## config.mk

```make
export PLATFORM = sky130hd
export DESIGN_NAME = alu
export DESIGN_NICKNAME = d
export VERILOG_FILES = /design/src/rtl/alu.sv
export SDC_FILE = /design/constraint.sdc
export NUM_CORES = 1
export LEC_CHECK = 0
export CAP_MARGIN = 30
export CORE_UTILIZATION = 45
export CTS_BUF_LIST = sky130_fd_sc_hd__clkbuf_4 sky130_fd_sc_hd__clkbuf_8
export CTS_CLUSTER_SIZE = 10
export DETAILED_ROUTE_END_ITERATION = 7
export GPL_TIMING_DRIVEN = 0
export PLACE_DENSITY_LB_ADDON = 0.05
export SYNTH_ARGS = -nofsm -noshare
export SYNTH_HDL_FRONTEND = slang
export SYNTH_SLANG_ARGS = --single-unit
```

## constraint.sdc

```tcl
create_clock -name CLK -period 6.2 [get_ports CLK]
set_clock_uncertainty 0.15 [all_clocks]
set_input_delay 1.24 -clock CLK [delete_from_list [all_inputs] [get_ports CLK]]
set_output_delay 1.24 -clock CLK [all_outputs]
set_load 0.005 [all_outputs]
```

## src/rtl/alu.sv

```systemverilog
// Three-stage chained ALU: OUT = ((A op2 B) op1 C) op0 D.
// One operation per pipeline stage. A new operand/opcode set is accepted every cycle.
module alu (
    input  logic        CLK,
    input  logic        RST_N,
    input  logic [8:0]  OPCODES,
    input  logic [31:0] OPRANDS,
    output logic [15:0] OUT
);

    // Opcode encoding shared by all three stages.
    typedef enum logic [2:0] {
        OP_ADD = 3'b000,
        OP_SUB = 3'b001,
        OP_MUL = 3'b010,
        OP_AND = 3'b011,
        OP_OR  = 3'b100,
        OP_XOR = 3'b101,
        OP_SHL = 3'b110,
        OP_SHR = 3'b111
    } op_t;

    // Stage 1 output: first partial result, plus the operands and opcodes
    // that the later stages still need.
    typedef struct packed {
        logic [15:0] r;
        logic [7:0]  c;
        logic [7:0]  d;
        op_t         op1;
        op_t         op0;
    } s1_t;

    // Stage 2 output: second partial result, plus what stage 3 needs.
    typedef struct packed {
        logic [15:0] r;
        logic [7:0]  d;
        op_t         op0;
    } s2_t;

    // One ALU operation. The 8-bit operand is zero-extended to 16 bits.
    // Every result is truncated to 16 bits, and shifts use only y[3:0].
    function automatic logic [15:0] apply_op(input op_t op, input logic [15:0] x,
                                             input logic [7:0] y);
        logic [15:0] yz;
        logic [15:0] res;
        yz = {8'h00, y};
        case (op)
            OP_ADD: res = x + yz;
            OP_SUB: res = x - yz;
            OP_MUL: res = x * yz;
            OP_AND: res = x & yz;
            OP_OR:  res = x | yz;
            OP_XOR: res = x ^ yz;
            OP_SHL: res = x << y[3:0];
            OP_SHR: res = x >> y[3:0];
        endcase
        return res;
    endfunction

    s1_t s1_q;
    s2_t s2_q;

    logic [7:0] opr_a, opr_b, opr_c, opr_d;
    assign opr_a = OPRANDS[31:24];
    assign opr_b = OPRANDS[23:16];
    assign opr_c = OPRANDS[15:8];
    assign opr_d = OPRANDS[7:0];

    // Stage 1: A op2 B, capturing C, D, op1 and op0 alongside the result.
    always_ff @(posedge CLK or negedge RST_N) begin
        if (!RST_N) begin
            s1_q <= '0;
        end else begin
            s1_q.r   <= apply_op(op_t'(OPCODES[8:6]), {8'h00, opr_a}, opr_b);
            s1_q.c   <= opr_c;
            s1_q.d   <= opr_d;
            s1_q.op1 <= op_t'(OPCODES[5:3]);
            s1_q.op0 <= op_t'(OPCODES[2:0]);
        end
    end

    // Stage 2: R1 op1 C, carrying D and op0 forward.
    always_ff @(posedge CLK or negedge RST_N) begin
        if (!RST_N) begin
            s2_q <= '0;
        end else begin
            s2_q.r   <= apply_op(s1_q.op1, s1_q.r, s1_q.c);
            s2_q.d   <= s1_q.d;
            s2_q.op0 <= s1_q.op0;
        end
    end

    // Stage 3: registered final result R2 op0 D.
    // A zeroed pipeline evaluates 0 ADD 0, so OUT stays 0 after reset.
    always_ff @(posedge CLK or negedge RST_N) begin
        if (!RST_N) begin
            OUT <= '0;
        end else begin
            OUT <= apply_op(s2_q.op0, s2_q.r, s2_q.d);
        end
    end

endmodule

```

==> flow_summary.json <==
{
  "layout.nets": 2555,
  "post-cts-setup-buffers": 0,
  "pwr-share-clk": 0.059,
  "avgSynthCellArea_um2": 7.99,
  "crit_path_frequent_cell": "inv_1",
  "portBuffers": 57,
  "p_per_area_nw_per_um2": 449,
  "drc_errors": 0,
  "cpLargestDelayFamily": "adder cells",
  "relSlewSlack": 0.420,
  "final_layout_size_suffix_gt1_frac": 0.0564,
  "vias": 16100,
  "hpwlAfterDp_mm": 50.4,
  "cts.htree.levels": 3,
  "critPathMaxFanout": 11,
  "cpMaxStageDelayCell": "clkdlybuf4s50_1",
  "pwr-share-comb": 0.839,
  "cts_tree": "done",
  "end_kind": "flop",
  "worstPathCellList": "clkdlybuf4s50_1, ha_1, inv_1, fa_1, fa_1, inv_1, ha_1, inv_1, fa_1, inv_1, ha_1, a21oi_2, o21bai_1, a21oi_1, xnor2_1, a2111oi_0, a31oi_1",
  "maxCapViolations": 0,
  "clock_path_buffers": 2,
  "die_y_um": 196,
  "diodes": 0,
  "ff2ff_setup_slack_ns": 0.29,
  "pwr-share-seq": 0.102,
  "grtUsageTotal": 0.334,
  "layout_setup_ws_ns": 0.192,
  "cts_buffers": 9,
  "fin_crit_sh": 0.969,
  "clk_latency_ns": 0.42,
  "internal_power_mw": 3.48,
  "hold_violations": 0,
  "cts_root_buf": "clkbuf_8",
  "synth.distinct_cells": 79,
  "wire_per_inst_um": 23.7,
  "fillers": 3646,
  "syn-cell-area_um2": 16900,
  "async_flop_share": 1.00,
  "dr.pass1.iters": 5,
  "worst-setup-path-type": "primary input to flop",
  "total_leakage_power_nw": 8.58,
  "rows": 70,
  "rsz0062_at_grt": "no",
  "ys_ff_latch": 81,
  "power_switching_mw": 4.74,
  "synth_fp_nets": 2490,
  "timing.rr.start": "s1_q[17]",
  "synth_edf_count": 0,
  "area_growth_pct": 8.64,
  "place_ws_ns": -0.582,
  "num_io_pins": 59,
  "clkTransAtPathRegs_ns": 0.10,
  "ir_worst_vdd_mv": 0.709,
  "seq_area_frac_synth": 0.120,
  "min_delay_path_depth": 0,
  "worstPathRequired_ns": 6.31,
  "dr.first_iter.drc_count": 1511,
  "regToRegEndpoint": "s2_q[25]",
  "regArea_um2": 2030,
  "worst_pin_slew_ns": 0.867,
  "switching_share": 0.576,
  "min_period_ns": 6.01,
  "antenna_found_initial": 0,
  "place.gp.congestion": 1.03,
  "holdPathEnd": "s2_q[9]",
  "grt_start_max_net_pins": 56,
  "grt_pass1_wl_mm": 96.1,
  "fin_tns_setup_ns": 0,
  "syn_inst": 2110,
  "multi_input_area_um2": 13300,
  "critical_path_arrival_ns": 6.12,
  "grt_pass1_vias": 16200,
  "yosysWarnings": 0,
  "hp-class": "flop to flop",
  "setup-violations-final": 0,
  "drv_slew": 0,
  "postRouteAntennaNets": 0,
  "power_mw": 8.22,
  "avgViaCountPerCell": 6.08,
  "max_stage_delay_ns": 0.78,
  "start_util": 0.459,
  "die_width_um": 196,
  "reg2reg_depth": 18,
  "status": "completed",
  "min-delay-start": "s1_q[12]",
  "core_um2": 36700,
  "grt_overflow_total": 0,
  "cp-start-kind": "primary input",
  "clock_sinks": 81,
  "routed_wl_mm": 62.8,
  "max_freq_mhz": 166,
  "synth_ff_type": "dfrtp_1",
  "dieArea_um2": 38200,
  "critPathBufInv": 5
}
how the worst max path moves through the flow:
stage,startpoint,end,slack [ns],cells past startpoint
floorplan,OPRANDS[18],s1_q[36],0.57,17
global placement,OPRANDS[18],s1_q[36],-0.59,18
detailed placement,OPRANDS[18],s1_q[36],-0.58,18
CTS,OPRANDS[18],s1_q[37],0.008,17
global route,OPRANDS[26],s1_q[37],0.01,18
finish,OPRANDS[26],s1_q[30],0.19,17
power groups by stage:
stage               Combinational [mW]  Sequential [mW]  Clock [mW]
detailed placement                6.77            0.835           0
finish                            6.90            0.835       0.487
global route                      7.59            0.836       0.525
CTS                               6.82            0.823       0.503
global placement                  6.70            0.837           0
floorplan                         4.57            0.734           0
layout by cell type, fill, tap and decap left out, drive strengths merged, types with 9 or more instances in the layout:
master,netlist,routed
xnor2,63,63
xor2,27,27
nand3,24,24
a21oi,139,139
o22ai,16,16
clkdlybuf4s50,0,56
or3,17,17
o211ai,18,18
mux2i,54,54
nor2,258,258
a32oi,10,10
or2,10,10
dfrtp,81,81
a31oi,17,17
clkinv,9,10
fa,160,160
o21ai,115,115
a22oi,10,10
o21a,13,13
and3,12,12
nand2b,28,28
inv,266,267
a21o,19,19
a211oi,21,21
mux2,17,17
a221oi,11,11
clkbuf,60,68
a221o,9,9
ha,177,177
buf,44,43
mux4,17,17
nand2,191,191
nor3,42,42
and2,36,36
nor2b,18,18
routing by layer:
layer,wire [µm],share of wire,vias up,global-route usage
met1,25400,0.40,7966,0.417
li1,-,-,7239,-
met4,3940,0.063,0,0.187
met3,3900,0.062,206,0.0459
met2,29500,0.47,698,0.556
met5,0,0,-,0
through the flow:
| stage | instances | utilization | instance area [µm²] | hold slack [ns] |
|---|---|---|---|---|
| global route | 2648 | 0.499 | 18300 | 0.218 |
| finish | 2648 | 0.499 | 18300 | 0.204 |
| floorplan | 2110 | - | 16900 | 0.181 |
| CTS | 2653 | 0.499 | 18300 | 0.208 |
| global placement | 2635 | 0.491 | 18000 | 0.183 |
| detailed placement | 2638 | 0.492 | 18100 | 0.185 |
cell usage after synthesis, types with 18 or more instances:
cell | number | area share
a211oi_1 | 21 | 0.0094
a21o_1 | 19 | 0.0085
a21oi_1 | 139 | 0.041
and2_1 | 35 | 0.013
buf_2 | 25 | 0.0074
clkbuf_1 | 56 | 0.012
dfrtp_1 | 81 | 0.12
fa_1 | 160 | 0.19
ha_1 | 177 | 0.13
inv_1 | 261 | 0.058
mux2i_1 | 54 | 0.032
nand2_1 | 191 | 0.043
nand2b_1 | 28 | 0.010
nand3_1 | 24 | 0.0071
nor2_1 | 258 | 0.057
nor2b_1 | 18 | 0.0067
nor3_1 | 42 | 0.012
o211ai_1 | 18 | 0.0080
o21ai_0 | 90 | 0.027
o21ai_1 | 25 | 0.0074
xnor2_1 | 63 | 0.033
xor2_1 | 27 | 0.014
cells by family (layout without fill, tap and decap cells):
| group | Yosys count | after routing | share of synthesized area |
|---|---|---|---|
| multiplexers | 88 | 88 | 0.0661 |
| flip-flops | 81 | 81 | 0.120 |
| XOR/XNOR | 91 | 91 | 0.0481 |
| adder cells (fa/ha/maj) | 337 | 337 | 0.321 |
| AO/OA/AOI/OAI | 471 | 471 | 0.178 |
| AND/OR/NAND/NOR | 662 | 662 | 0.177 |
| buffers and inverters | 380 | 450 | 0.0895 |
area by class of cell:
class / count / area share
plain buffers: 99 / 0.0259
clock inverters: 6 / 0.00533
repair buffers: 60 / 0.0333
flip-flops and latches: 81 / 0.111
clock buffers: 10 / 0.00751
multi-input cells: 1649 / 0.729
well taps: 468 / 0.0320
inverters: 275 / 0.0568
sequential cells by signal, indices dropped and copies added (netlist names):
register  count
s2_q         27
s1_q         38
OUT          16
what timing repair did:
action	4_1_cts	5_1_grt
cloned	0	0
gates resized for setup	7	20
setup endpoints to repair	13	14
hold buffers	0	0
Note: power is estimated with default switching activity, not from simulation.
